==> config.mk <==
export PLATFORM = sky130hd
export DESIGN_NAME = tmds_pll_lock_sequencer
export DESIGN_NICKNAME = d
export VERILOG_FILES = /design/src/rtl/tmds_pll_lock_sequencer.sv
export SDC_FILE = /design/constraint.sdc
export NUM_CORES = 1
export LEC_CHECK = 0
export ABC_AREA = 1
export BUFFER_PORTS_ARGS = -buffer_cell sky130_fd_sc_hd__buf_2
export CORE_MARGIN = 4
export CORE_UTILIZATION = 50
export DETAILED_ROUTE_END_ITERATION = 7
export PLACE_DENSITY = 0.66
export SETUP_SLACK_MARGIN = 0.2
export SLEW_MARGIN = 10
export SYNTH_ARGS = -nofsm -noshare
export SYNTH_HDL_FRONTEND = slang
export SYNTH_SLANG_ARGS = --single-unit
==> constraint.sdc <==
create_clock -name I_clk -period 3.3 [get_ports I_clk]
set_input_delay 0.66 -clock I_clk [delete_from_list [all_inputs] [get_ports I_clk]]
set_output_delay 0.66 -clock I_clk [all_outputs]
set_load 0.1 [all_outputs]
==> src/rtl/tmds_pll_lock_sequencer.sv <==
// tmds_pll_lock_sequencer
//
// Brings up the TMDS PLLVR and keeps it locked. The block runs on the
// free-running 27 MHz reference clock, never on a PLL output, so it keeps
// working while the PLL is in reset or unlocked.
//
// Operation:
//   - Holds the PLL in reset for RST_CYCLES cycles.
//   - Waits for a synchronized LOCK to stay high for LOCK_STABLE consecutive
//     cycles. If LOCK_TIMEOUT cycles pass first, the PLL is retried.
//   - Once lock is qualified, releases the TMDS serializer and pixel reset.
//   - Lock loss in RUN, or a software relock pulse, restarts the sequence.
//
// Ports:
//   I_clk        27 MHz reference clock (same net as PLL CLKIN)
//   I_rst_n      asynchronous active-low reset
//   I_pll_lock   PLLVR LOCK, asynchronous to I_clk
//   I_relock     one-cycle pulse: force a full PLL reset sequence
//   O_pll_reset  to PLLVR RESET; high holds the PLL in reset
//   O_sys_rst_n  active-low reset for the TMDS/pixel logic
//   O_ready      high only in RUN
//   O_retry_cnt  failed-lock events, saturating at 255
//   O_state      00 RST_PLL, 01 WAIT_LOCK, 10 RUN
module tmds_pll_lock_sequencer #(
  parameter int RST_CYCLES   = 16,
  parameter int LOCK_STABLE  = 1024,
  parameter int LOCK_TIMEOUT = 270000,
  parameter int CNT_W        = 20
) (
  input  logic       I_clk,
  input  logic       I_rst_n,
  input  logic       I_pll_lock,
  input  logic       I_relock,
  output logic       O_pll_reset,
  output logic       O_sys_rst_n,
  output logic       O_ready,
  output logic [7:0] O_retry_cnt,
  output logic [1:0] O_state
);

  localparam logic [1:0] ST_RST_PLL   = 2'b00;
  localparam logic [1:0] ST_WAIT_LOCK = 2'b01;
  localparam logic [1:0] ST_RUN       = 2'b10;

  // Terminal values: a counter sitting at its "last" value on an edge means
  // the target count is reached on that edge.
  localparam logic [CNT_W-1:0] RST_LAST  = CNT_W'(RST_CYCLES - 1);
  localparam logic [CNT_W-1:0] STAB_LAST = CNT_W'(LOCK_STABLE - 1);
  localparam logic [CNT_W-1:0] TMO_LAST  = CNT_W'(LOCK_TIMEOUT - 1);

  logic [1:0]       state, state_nxt;
  logic [CNT_W-1:0] cnt, cnt_nxt;    // RST_PLL hold count, or WAIT_LOCK timeout
  logic [CNT_W-1:0] stab, stab_nxt;  // consecutive synced-lock-high cycles
  logic             lock_meta, lock_s;
  logic [7:0]       retry, retry_nxt;
  logic             fail;
  logic             stab_hit, tmo_hit;
  logic             pll_reset_nxt, sys_rst_n_nxt, ready_nxt;

  function automatic logic [7:0] sat_inc8(input logic [7:0] v);
    return (v == 8'hFF) ? v : v + 8'd1;
  endfunction

  // State register, counters, lock synchronizer and registered outputs
  always_ff @(posedge I_clk or negedge I_rst_n) begin
    if (!I_rst_n) begin
      lock_meta   <= 1'b0;
      lock_s      <= 1'b0;
      state       <= ST_RST_PLL;
      cnt         <= '0;
      stab        <= '0;
      retry       <= 8'd0;
      O_pll_reset <= 1'b1;
      O_sys_rst_n <= 1'b0;
      O_ready     <= 1'b0;
    end else begin
      lock_meta   <= I_pll_lock;
      lock_s      <= lock_meta;
      state       <= state_nxt;
      cnt         <= cnt_nxt;
      stab        <= stab_nxt;
      retry       <= retry_nxt;
      O_pll_reset <= pll_reset_nxt;
      O_sys_rst_n <= sys_rst_n_nxt;
      O_ready     <= ready_nxt;
    end
  end

  // Next-state logic
  always_comb begin
    state_nxt = state;
    cnt_nxt   = '0;
    stab_nxt  = '0;
    fail      = 1'b0;
    stab_hit  = lock_s && (stab == STAB_LAST);
    tmo_hit   = (cnt == TMO_LAST);
    case (state)
      ST_RST_PLL: begin
        if (cnt == RST_LAST) state_nxt = ST_WAIT_LOCK;
        else                 cnt_nxt   = cnt + CNT_W'(1);
      end
      ST_WAIT_LOCK: begin
        // Stable lock takes priority over a timeout on the same edge.
        if (stab_hit) begin
          state_nxt = ST_RUN;
        end else if (tmo_hit) begin
          state_nxt = ST_RST_PLL;
          fail      = 1'b1;
        end else begin
          cnt_nxt  = cnt + CNT_W'(1);
          stab_nxt = lock_s ? stab + CNT_W'(1) : '0;
        end
      end
      ST_RUN: begin
        if (!lock_s) begin
          state_nxt = ST_RST_PLL;
          fail      = 1'b1;
        end
      end
      default: state_nxt = ST_RST_PLL;
    endcase
    // Relock overrides the destination, but a failure detected on the same
    // edge is still counted.
    if (I_relock) begin
      state_nxt = ST_RST_PLL;
      cnt_nxt   = '0;
      stab_nxt  = '0;
    end
    retry_nxt = fail ? sat_inc8(retry) : retry;
  end

  // Output decode, from the next state so that every output is registered
  always_comb begin
    pll_reset_nxt = (state_nxt == ST_RST_PLL);
    sys_rst_n_nxt = (state_nxt == ST_RUN);
    ready_nxt     = (state_nxt == ST_RUN);
  end

  assign O_retry_cnt = retry;
  assign O_state     = state;

endmodule

# After elaboration in Yosys (flattened, before gate mapping)
# Index checks and enable logic that the tools add are counted.
[totals]
reg_bits = 54
input_bits = 4
output_inout_bits = 13
word_cells = 43
[classes]
add_sub_neg = 3
n_eq_ne = 7
muxes = 20
bitwise_logic = 1
n_reduce_logical = 4
[ops]
columns = ["op", "count"]
rows = [
  ["20-bit two-way mux", 9],
  ["20-bit by 1-bit adder with 20-bit output (second input constant)", 2],
  ["20-bit one-hot mux with 2 select lines", 1],
  ["20-bit by 10-bit equality test with 1-bit output (second input constant)", 1],
  ["20-bit by 19-bit equality test with 1-bit output (second input constant)", 1],
  ["20-bit by 4-bit equality test with 1-bit output (second input constant)", 1],
  ["2-bit two-way mux", 5],
  ["8-bit by 1-bit adder with 8-bit output (second input constant)", 1],
  ["8-bit equality test (second input constant)", 1],
  ["2-bit one-hot mux with 3 select lines", 1],
  ["2-bit equality test (second input constant)", 2],
  ["2-bit zero test", 2],
  ["1-bit two-way mux", 3],
  ["2-bit by 1-bit equality test with 1-bit output (second input constant)", 1],
  ["1-bit one-hot mux with 2 select lines", 1],
  ["2-bit AND reduction", 1],
  ["1-bit logical AND", 1],
  ["1-bit inverter", 1],
]

# Depth between registers and ports, before layout
# Gate-level depths: netlist of run 1.
[logic_depth]
word_depth = 6
ltp_mapped = 11
mapped_depth_nobuf = 10

# Least setup slack after synthesis of run 1
# Ideal clock, no wire load.
[synth_path]
kind = "reg-to-reg"
from = "register retry[1], in the netlist O_retry_cnt[1]"
to = "register retry[4], in the netlist O_retry_cnt[4]"
setup_time_ps = 67
arrival_time_ps = 2096
t_required_ps = 3233
slack_ps = 1137
stages_incl_launch_ff = 10
n_path_buf = 0
synth_period_minus_slack_ps = 2163
path_cell_list = "dfrtp_1 -> ha_1 -> nand3_1 -> nor2_1 -> nand2_1 -> nor2_1 -> inv_1 -> nand3_4 -> nand2_1 -> nand2_1"
[synth_via]
elab_chain_len = 3
word_cells_on_any_way = 4
cone_classes = "add/sub: 1; eq/ne: 1; bitwise: 1; reduce/logical: 1"
[synth_rtl]
columns = ["item", "line_no", "source"]
rows = [
  ["start: declaration", "55", "logic [7:0] retry, retry_nxt;"],
  ["start signal: assignment", "82", "retry <= retry_nxt;"],
  ["parallel branches: the longest is 3 deep, another holds 8-bit by 1-bit adder with 8-bit output", "-", ""],
]
# Several ways; the timed one is not identified.
# A chain may end at the register's enable or synchronous reset.

# Worst setup path after layout of run 1
[layout_path]
from = "register O_pll_reset"
to = "output O_pll_reset"
[layout_lines]
columns = ["item", "line_no", "source"]
rows = [
  ["start: declaration", "34", "output logic O_pll_reset,"],
  ["start signal: assignment", "83", "O_pll_reset <= pll_reset_nxt;"],
]
# No word-level cell between the ends.

==> results by group, run 1 <==
Status
  – Status: finished, final reports clean

CTS
  – Total of cells resized after clock tree synthesis: 0
  – Number of buffers added by the clock tree synthesis step: 5
  – Clock edge transition at the registers on the reported setup and hold paths: 0.09 ns
  – Setup Fix Bufs, Post-CTS: 0
  – Number of sinks handled by clock tree synthesis: 54
  – Clock tree root buffer cell: clkbuf_8
  – Clock Latency Late Sink: 0.30 ns
  – Max H-tree Level: 2
  – CTS tree: done
  – Maximum buffer depth of the clock tree: 2
  – CTS hold repair buffers: 0

Finish
  – Area of all placed cells without fillers: 3238 µm²
  – Area Growth Syn to Fin: 6.590%
  – Sequential Area: 1353 µm²
  – N_diodes: 0
  – Multi-input gate area in the final layout: 1478 µm²
  – Total of fill cells in the finished design: 548
  – Proportion of layout cells with a drive suffix above 1: 0.1377
  – Layout net count: 395

Routing
  – DR iter-0 viols: 97
  – Detailed-route wire length: 5510 µm
  – Vias per Instance: 4.965
  – Vias after detailed routing: 2284
  – Number of iterations in the first detailed-routing pass: 4
  – DRT antenna net count: 0
  – Remaining DRCs: 0
  – Mean routed wirelength per cell: 11.98 µm

Synthesis
  – Main area contributors after synthesis: dfrtp_1, nor2_1, nand2_1
  – Synth area leader: dfrtp_1
  – Syn. warnings: 0
  – Count of unique library cells instantiated by Yosys: 31
  – Predominant post-synthesis flop cell: dfrtp_1
  – Mapped cell area: 3038 µm²
  – Synth cell count leaders: nor2_1, nand2_1, dfrtp_1
  – Mapped Nets: 379
  – Post-synth top area share: 0.4366
  – Mapped Avg Cell Area: 8.255 µm²
  – Proportion of synthesized chip area in sequential cells: 0.4452
  – Fraction of registers with async set/reset: 1.000
  – Count of mapped cells out of synthesis: 368
  – Top-count cell post-synth: nor2_1
  – Number of enable flip-flop cells after synthesis: 0
  – Number of register bits inferred by synthesis: 54

Global route
  – Maximum number of pins on one net before global-route repair: 55
  – Global-route wire length before repair: 9763 µm
  – Global-route total usage across every layer: 0.1623
  – Antenna violations before repair: 0
  – Remaining Overflow, GRT: 0
  – Number of global-route vias before repair: 2219

Worst setup path
  – Worst setup EP type: primary output
  – Family with the most delay on the worst path: flip-flops
  – Slowest stage cell on the critical path: dfstp_2
  – Startpoint type of the worst setup path: flop
  – Capture instance of the worst register-to-register path: cnt[9]$_DFF_PN0_
  – Startpoint of the worst register-to-register path: stab[0]$_DFF_PN0_
  – Kind of critical path: flop to primary output
  – Number of cell instances on the worst register-to-register path: 8
  – Maximum cell stage delay along the critical path: 0.52 ns
  – Signal arrival time at the worst endpoint: 1.23 ns
  – Crit-path max FO: 1
  – CP Data Required Time: 2.64 ns
  – Cell-by-cell trace of the critical path: buf_2
  – R2r setup slk: 1.46 ns
  – Buf+Inv Stages, Crit Path: 1

Timing
  – Ratio of final minimum period to clock period: 0.5739
  – Worst slew margin: 0.5527
  – Total negative slack: 0 ns
  – Max Slew Vio Count: 0
  – Setup repair after global routing missed its margin: no
  – Clock Skews: 0.01162 ns
  – Measured slew at the worst slew-check pin: 0.6709 ns
  – # setup viols final: 0
  – Number of endpoints with negative hold slack in the final report: 0
  – Maximum clock rate: 528.0 MHz
  – Hold_ws: 0.3640 ns
  – Final critical delay including setup and external delays: 1.894 ns

Worst hold path
  – Hold Crit Class: flop to flop
  – Startpoint of the worst hold path: lock_meta$_DFF_PN0_
  – Worst min-delay path endpoint: lock_s$_DFF_PN0_
  – Number of cells traversed by the worst hold path: 0

Power
  – Worst VDD drop: 0.2696 mV
  – Total power density per cell area: 323.7 nW/µm²
  – Leakage component of the power: 1.532 nW

Placed design
  – Final Wtd Congestion: 0.8395
  – Instance area after placement: 3158 µm²
  – Port Buffer Count: 16
  – Placed wire-length estimate after detailed placement: 3980 µm

Floorplan
  – Vertical extent of the die: 85.95 µm
  – Core area: 5921 µm²
  – Initial core utilization: 0.5131
  – Number of top-level design ports: 17
  – Die outline width: 85.95 µm
  – Number of standard-cell rows in the floorplan: 28
  – Floorplan die area: 7387 µm²

Flow run
  – Maximum Capacitance Violations: 0
-- through the flow --
step             util  cells  total power, mW  setup WS (ns)
6_report       0.5469    460            1.048          1.406
2_1_floorplan       -    368           0.6940          1.137
4_1_cts        0.5469    460            1.065          1.392
3_3_place_gp   0.5334    452           0.7106          1.515
5_1_grt        0.5469    460            1.087          1.260
3_5_place_dp   0.5334    452           0.7111          1.448
-- power by group --
| group | switching [mW] | internal, mW | leakage [nW] | total, mW |
|---|---|---|---|---|
| Combinational | 0.0209 | 0.00592 | 0.749 | 0.0268 |
| Sequential | 0.00382 | 0.665 | 0.744 | 0.669 |
| Clock | 0.201 | 0.151 | 0.0395 | 0.352 |
| Total | 0.226 | 0.823 | 1.53 | 1.05 |
-- how the worst max path moves through the flow --
stage / slack [ns] / start / cells past startpoint / end
3_3_place_gp: 1.52 / cnt[0]$_DFF_PN0_ / 8 / cnt[12]$_DFF_PN0_
3_5_place_dp: 1.45 / stab[0]$_DFF_PN0_ / 8 / cnt[9]$_DFF_PN0_
6_report: 1.41 / O_pll_reset$_DFF_PN1_ / 1 / O_pll_reset
4_1_cts: 1.39 / O_pll_reset$_DFF_PN1_ / 1 / O_pll_reset
2_1_floorplan: 1.14 / O_retry_cnt[1]$_DFFE_PN0P_ / 9 / O_retry_cnt[4]$_DFFE_PN0P_
5_1_grt: 1.26 / stab[0]$_DFF_PN0_ / 8 / cnt[9]$_DFF_PN0_
-- cell families (layout without fill, tap and decap cells) --
group,after synthesis,in the layout,share of synthesized area
XOR/XNOR,30,30,0.08649
buffers and inverters,47,64,0.06837
AO/OA/AOI/OAI,10,10,0.01689
adder cells (fa/ha/maj),7,7,0.02883
flip-flops,54,54,0.4452
AND/OR/NAND/NOR,220,220,0.3542
-- cells in the final DEF, fill, tap and decap left out, types with 6 or more instances in the layout --
master,instances
ha_1,7
xnor2_1,11
nor2_2,6
xor2_1,19
inv_1,38
nor2_1,72
buf_2,16
nand2_1,71
nand4_1,14
nand3_1,18
dfrtp_1,53
nor3_1,15
-- layer usage --
layer	global-route usage	share of wire	vias up
met5	0	0	-
met3	0.03170	0.020	7
li1	-	-	1194
met4	0.04748	0.015	0
met1	0.2129	0.48	1060
met2	0.2719	0.48	23
-- registers in the layout (all words and copies together), names as in the netlist --
signal / flops
cnt: 20
stab: 20
O_retry_cnt: 8
O_state: 2
O_pll_reset: 1
O_ready: 1
lock_meta: 1
lock_s: 1
-- final cells by class --
type	instances	share of cell area
sequential	54	0.4177
multi-input combinational	267	0.4563
clock buffer	8	0.02473
tap	75	0.02898
inverter	39	0.04521
timing repair buffer	17	0.02705
No activity file was read; power rests on OpenSTA's default activity.
==> run 2, diff against run 1 <==
- clock period: 3.3 -> 2 ns (I/O delays scaled with it)
==> run 2 against run 1 <==
  * Power increased by 72%
  * Worst setup slack got worse by 1.2 ns
  * Global-route usage increased by 0.57 points
  * Cell count increased by 2.4%
  * Worst hold slack got worse by 0.17 ns
  * Final area increased by 7.1%
  * Critical path type is now flop to flop
  * Count of clock-buffer cells in the layout decreased by 2
  * First-iteration DRC count increased by 2.1%
  * Clock skew about the same
  * Combinational power increased by 130%
  * Critical endpoint is now stab[18]$_DFF_PN0_
  * Routed wire length increased by 10%
  * Register-to-register slack got worse by 1.2 ns
==> results by group, run 2 (same netlist as run 1, synthesis figures left out) <==
Finish
  – Post-layout utilization of the core: 0.5860 (+0.03909)
  – Total of fill cells in the finished design: 549 (+0.18%)
  – Proportion of layout cells with a drive suffix above 1: 0.2121 (+0.07446)
  – Layout net count: 406 (+2.8%)
  – Commonest cells after routing, fill and taps aside: nor2_1, nand2_1, dfrtp_1
  – Area of all placed cells without fillers: 3470 µm² (+7.1%)
  – Most frequent standard cell in the layout excluding fill and tap cells: nor2_1
  – Area Growth Syn to Fin: 14.21%
  – Sequential Area: 1368 µm² (+1.1%)
  – N_diodes: 0 (unchanged)
  – Multi-input gate area in the final layout: 1605 µm² (+8.6%)

Floorplan
  – Floorplan die area: 7387 µm² (unchanged)
  – Number of standard-cell rows in the floorplan: 28 (unchanged)
  – Core area: 5921 µm² (unchanged)
  – Vertical extent of the die: 85.95 µm (unchanged)
  – Die outline width: 85.95 µm (unchanged)
  – Number of top-level design ports: 17 (unchanged)
  – Initial core utilization: 0.5131 (unchanged)

Placed design
  – Port Buffer Count: 16 (unchanged)
  – Instance area after placement: 3201 µm² (+1.3%)
  – Placed wire-length estimate after detailed placement: 4072 µm (+2.3%)
  – Final Wtd Congestion: 0.8293 (-1.2%)

Worst setup path
  – CP Data Required Time: 2.21 ns (-0.43 ns)
  – Startpoint of the worst register-to-register path: stab[0]$_DFF_PN0_
  – Crit-path max FO: 5 (+4)
  – Kind of critical path: flop to flop
  – Setup crit start: stab[0]$_DFF_PN0_
  – Startpoint type of the worst setup path: flop
  – Worst setup EP type: flop
  – Signal arrival time at the worst endpoint: 1.96 ns (+0.73 ns)

Global route
  – Number of global-route vias before repair: 2301 (+3.7%)
  – Antenna violations before repair: 0 (unchanged)
  – Global-route total usage across every layer: 0.1680 (+0.005739)
  – Remaining Overflow, GRT: 0 (unchanged)
  – Maximum number of pins on one net before global-route repair: 29 (-47%)
  – Global-route wire length before repair: 10180 µm (+4.3%)

Timing
  – Ratio of final minimum period to clock period: 0.8764
  – Measured slew at the worst slew-check pin: 0.4916 ns (-0.1793 ns)
  – Hold_ws: 0.1934 ns (-0.1706 ns)
  – Worst slew margin: 0.6745 (+0.1218)
  – Number of endpoints with negative hold slack in the final report: 0 (unchanged)
  – Total negative slack: 0 ns (unchanged)
  – Maximum clock rate: 570.5 MHz
  – Final critical delay including setup and external delays: 1.753 ns
  – # setup viols final: 0 (unchanged)
  – Max Slew Vio Count: 0 (unchanged)
  – Setup repair after global routing missed its margin: yes
  – Clock Skews: 0.01173 ns (+0.0001133 ns)

Power
  – Power after layout: 1.802 mW (+72%)
  – Worst VDD drop: 0.3353 mV (+24%)
  – Leakage component of the power: 1.593 nW (+4.0%)
  – Total power density per cell area: 519.3 nW/µm² (+60%)

Worst hold path
  – Startpoint of the worst hold path: I_pll_lock
  – Hold Crit Class: primary input to flop

Routing
  – DR iter-0 viols: 99 (+2.1%)
  – Remaining DRCs: 0 (unchanged)
  – Vias after detailed routing: 2368 (+3.7%)
  – Vias per Instance: 5.028 (+1.3%)
  – Detailed-route wire length: 6070 µm (+10%)
  – Number of iterations in the first detailed-routing pass: 4 (unchanged)
  – Mean routed wirelength per cell: 12.89 µm (+7.6%)
  – DRT antenna net count: 0 (unchanged)

Status
  – Status: finished, final reports clean

CTS
  – Clock tree root buffer cell: clkbuf_8
  – Max H-tree Level: 2 (unchanged)
  – Clock Latency Late Sink: 0.31 ns (about the same)
  – Clock edge transition at the registers on the reported setup and hold paths: 0.10 ns (about the same)
  – CTS tree: done
  – Number of sinks handled by clock tree synthesis: 54 (unchanged)
  – Number of buffers added by the clock tree synthesis step: 5 (unchanged)
  – Maximum buffer depth of the clock tree: 2 (unchanged)

Flow run
  – Maximum Capacitance Violations: 0 (unchanged)
-- run 2: final timing paths --
| kind | end | slack [ns] | cells past startpoint |
|---|---|---|---|
| hold / removal | lock_meta$_DFF_PN0_ | 0.19 | 1 |
| setup reg to reg | stab[18]$_DFF_PN0_ | 0.25 | 9 |
| max in group asynchronous | O_pll_reset$_DFF_PN1_ | 0.90 | 3 |
| min in group asynchronous | stab[6]$_DFF_PN0_ | 0.51 | 2 |
| setup / recovery | stab[18]$_DFF_PN0_ | 0.25 | 9 |
| hold reg to reg | lock_s$_DFF_PN0_ | 0.37 | 0 |
-- run 2: layer usage --
| layer | GRT usage | up-vias | routed length (µm) |
|---|---|---|---|
| met5 | 0 | - | 0 |
| met4 | 0.04892 | 0 | 72 |
| met3 | 0.03362 | 7 | 195 |
| met2 | 0.2747 | 39 | 2769 |
| met1 | 0.2258 | 1107 | 3033 |
| li1 | - | 1215 | - |
-- run 2: worst max-delay path: stages, from the launching register on --
cell	delay, ns
dfrtp_1	0.44
ha_4	0.18
nand3_4	0.09
nor3_4	0.22
buf_6	0.14
inv_4	0.04
nor2_4	0.17
nand4_1	0.14
xor2_1	0.20
nor2_2	0.04
-- run 2: repair_timing --
action | CTS | global route
hold endpoints to repair | 9 | 0
hold buffers | 1 | 0
endpoints found under the setup margin | 20 | 48
cloned | 0 | 4
resized for setup | 1 | 22
pin swaps | 0 | 8
buffers inserted | 0 | 4
-- run 2: layout make-up --
type                    count  share of cell area
clock buffers               6             0.02380
repair buffers             24             0.04580
multi-input cells         271              0.4627
inverters                  39             0.04291
flip-flops and latches     54              0.3942
clock inverters             2            0.003606
well taps                  75             0.02705
-- run 2: metrics by stage --
step	instances	worst slack [ns]
final	471	0.2471
after global routing	471	0.1376
after CTS	463	0.2368
after detailed placement	454	0.1414
after global placement	454	0.2102
after floorplan	368	0.2715
-- run 2: power by group --
part / internal [mW] / switching (mW)
sequential: 1.10 / 0.00882
clock: 0.279 / 0.354
combinational: 0.0195 / 0.0425
total: 1.40 / 0.405
==> run 3, diff against run 2 <==
--- a/config.mk
+++ b/config.mk
@@ -9,7 +9,7 @@
 export BUFFER_PORTS_ARGS = -buffer_cell sky130_fd_sc_hd__buf_2
 export CORE_MARGIN = 4
-export CORE_UTILIZATION = 50
+export CORE_UTILIZATION = 54
 export DETAILED_ROUTE_END_ITERATION = 7
-export PLACE_DENSITY = 0.66
+export PLACE_DENSITY = 0.71
 export SETUP_SLACK_MARGIN = 0.2
 export SLEW_MARGIN = 10
==> constraint.sdc (replaced) <==
create_clock -name I_clk -period 2 [get_ports I_clk]
set_input_delay 0.1 -clock I_clk [delete_from_list [all_inputs] [get_ports I_clk]]
set_output_delay 0.1 -clock I_clk [all_outputs]
set_load 0.1 [all_outputs]
==> run 3 against run 2 <==
  * First-iteration DRC count increased by 41%
  * Largest power group unchanged
  * Clock power rose by 18%
  * Sequential share of layout area is 0.33 points higher
  * Worst hold slack got worse by 0.094 ns
  * Register-to-register slack about the same
  * Worst setup slack better by 0.0032 ns
  * Largest cell class unchanged
  * Die area down 6.7%
==> results by group, run 3 (same netlist as run 1, synthesis figures left out) <==
Status
  – Status: finished, final reports clean

Worst setup path
  – Slowest stage cell on the critical path: dfrtp_1
  – Maximum cell stage delay along the critical path: 0.43 ns (about the same)
  – Startpoint type of the worst setup path: flop
  – Startpoint of the worst register-to-register path: stab[0]$_DFF_PN0_
  – Worst setup EP type: flop
  – Capture instance of the worst register-to-register path: cnt[14]$_DFF_PN0_
  – CP Data Required Time: 2.20 ns (about the same)
  – Crit-path max FO: 5 (unchanged)
  – Signal arrival time at the worst endpoint: 1.95 ns (about the same)
  – Cell-by-cell trace of the critical path: ha_4, nand3_4, nor3_4, nand3_2, nand3_2, nand2_2, nand2_2, nor2_1
  – Kind of critical path: flop to flop
  – R2r setup slk: 0.25 ns (about the same)
  – Number of cell instances on the worst register-to-register path: 8 (-1)

Timing
  – Clock Skews: 0.004205 ns (-0.007525 ns)
  – Worst slew margin: 0.6685 (-0.006040)
  – # setup viols final: 0 (unchanged)
  – Maximum clock rate: 571.5 MHz (+0.18%)
  – Setup repair after global routing missed its margin: yes
  – Measured slew at the worst slew-check pin: 0.5007 ns (+0.009123 ns)
  – Number of endpoints with negative hold slack in the final report: 0 (unchanged)
  – Ratio of final minimum period to clock period: 0.8749 (-0.001577)
  – Max Slew Vio Count: 0 (unchanged)
  – Total negative slack: 0 ns (unchanged)
  – Hold_ws: 0.09959 ns (-0.09384 ns)
  – Final setup slack of the worst path: 0.2503 ns (+0.003154 ns)
  – Final critical delay including setup and external delays: 1.750 ns (-0.003154 ns)

Finish
  – N_diodes: 0 (unchanged)
  – Layout net count: 406 (unchanged)
  – Total of fill cells in the finished design: 485 (-12%)
  – Commonest cells after routing, fill and taps aside: nor2_1, nand2_1, dfrtp_1
  – Area Growth Syn to Fin: 13.26%
  – Most frequent standard cell in the layout excluding fill and tap cells: nor2_1
  – Proportion of layout cells with a drive suffix above 1: 0.2020 (-0.01010)

Routing
  – Remaining DRCs: 0 (unchanged)
  – DRT antenna net count: 0 (unchanged)
  – Detailed-route wire length: 6067 µm (about the same)
  – Number of iterations in the first detailed-routing pass: 4 (unchanged)
  – Vias after detailed routing: 2407 (+1.6%)
  – Vias per Instance: 5.143 (+2.3%)
  – Mean routed wirelength per cell: 12.96 µm (+0.59%)
  – DR iter-0 viols: 140 (+41%)

Floorplan
  – Initial core utilization: 0.5551 (+0.04200)
  – Die outline width: 83.01 µm (-3.4%)
  – Vertical extent of the die: 83.01 µm (-3.4%)
  – Core area: 5473 µm² (-7.6%)
  – Floorplan die area: 6890 µm² (-6.7%)
  – Number of standard-cell rows in the floorplan: 27 (-3.6%)
  – Number of top-level design ports: 17 (unchanged)

Placed design
  – Placed wire-length estimate after detailed placement: 4101 µm (+0.73%)
  – Final Wtd Congestion: 0.8501 (+2.5%)
  – Post-Place Setup Slack: 0.1514 ns (+0.01001 ns)
  – Port Buffer Count: 16 (unchanged)

Worst hold path
  – Hold Crit Class: primary input to flop
  – Worst min-delay path endpoint: stab[19]$_DFF_PN0_
  – Startpoint of the worst hold path: I_relock
  – Number of cells traversed by the worst hold path: 4 (+3)

CTS
  – Maximum buffer depth of the clock tree: 2 (unchanged)
  – Clock edge transition at the registers on the reported setup and hold paths: 0.10 ns (about the same)
  – Clock Latency Late Sink: 0.31 ns (about the same)
  – Clock tree root buffer cell: clkbuf_8
  – Max H-tree Level: 2 (unchanged)
  – Number of buffers added by the clock tree synthesis step: 5 (unchanged)
  – Number of sinks handled by clock tree synthesis: 54 (unchanged)
  – CTS tree: done

Power
  – Worst VDD drop: 0.3907 mV (+17%)
  – Total power density per cell area: 556.8 nW/µm² (+7.2%)
  – Leakage component of the power: 1.588 nW (-0.35%)

Global route
  – Remaining Overflow, GRT: 0 (unchanged)
  – Global-route wire length before repair: 10270 µm (+0.88%)
  – Number of global-route vias before repair: 2255 (-2.0%)
  – Antenna violations before repair: 0 (unchanged)
  – Maximum number of pins on one net before global-route repair: 30 (+3.4%)
  – Global-route total usage across every layer: 0.1783 (+0.01029)

Flow run
  – Maximum Capacitance Violations: 0 (unchanged)
-- run 3: cell count changes in the layout (fill, tap and decap cells not counted), sizes merged --
cell         change
clkbuf           -1
bufinv           +1
nand2            -1
dlygate4sd3      +1
clkinv           -1
clkinvlp         +1
-- run 3: worst max-delay path by stage --
stage,start,end
after detailed placement,cnt[0]$_DFF_PN0_,cnt[12]$_DFF_PN0_
after CTS,cnt[0]$_DFF_PN0_,stab[3]$_DFF_PN0_
after global routing,stab[0]$_DFF_PN0_,stab[16]$_DFF_PN0_
after floorplan,O_retry_cnt[1]$_DFFE_PN0P_,O_retry_cnt[6]$_DFFE_PN0P_
after global placement,cnt[0]$_DFF_PN0_,cnt[18]$_DFF_PN0_
final,stab[0]$_DFF_PN0_,cnt[14]$_DFF_PN0_
-- run 3: layout make-up --
type | count | area (µm²) | share of cell area
Tap cell | 72 | 90.09 | 0.02618
Timing Repair Buffer | 25 | 165.2 | 0.04800
Multi-Input combinational cell | 270 | 1558 | 0.4527
Clock inverter | 3 | 45.04 | 0.01309
Sequential cell | 54 | 1368 | 0.3975
Clock buffer | 5 | 68.82 | 0.02000
Inverter | 39 | 146.4 | 0.04255
-- run 3: what timing repair did --
item                                   4_1_cts  5_1_grt
endpoints found under the hold margin       16        0
gates cloned                                 0        3
pin swaps                                    0        7
hold buffers                                 2        0
buffers inserted                             0        5
setup endpoints to repair                   20       50
gates resized for setup                      1       11
-- run 3: per-layer routing --
metal  global-route usage  wire, µm  up-vias
met5                    0         0        -
met4              0.04903        61        0
met3              0.03968       366        5
met2               0.2886      2876       62
met1               0.2420      2763     1122
li1                     -         -     1218
-- run 3: report_power, final --
group          internal (mW)  switching [mW]
combinational         0.0201          0.0426
clock                  0.373           0.374
sequential              1.10         0.00819
total                   1.49           0.425
-- run 3: worst max-delay path: cells and delay by family, from the launching register on --
kind	cells	cell delay (ns)
fa+ha+maj	1	0.18
flops	1	0.43
simple gates	7	1.04
-- run 3: stage by stage --
| step | area (µm²) | power [mW] | instances | utilization |
|---|---|---|---|---|
| floorplan | 3053 | 1.145 | 368 | - |
| global placement | 3189 | 1.177 | 450 | 0.5828 |
| detailed placement | 3189 | 1.179 | 450 | 0.5828 |
| CTS | 3328 | 1.923 | 460 | 0.6081 |
| global route | 3441 | 1.998 | 468 | 0.6287 |
| finish | 3441 | 1.916 | 468 | 0.6287 |
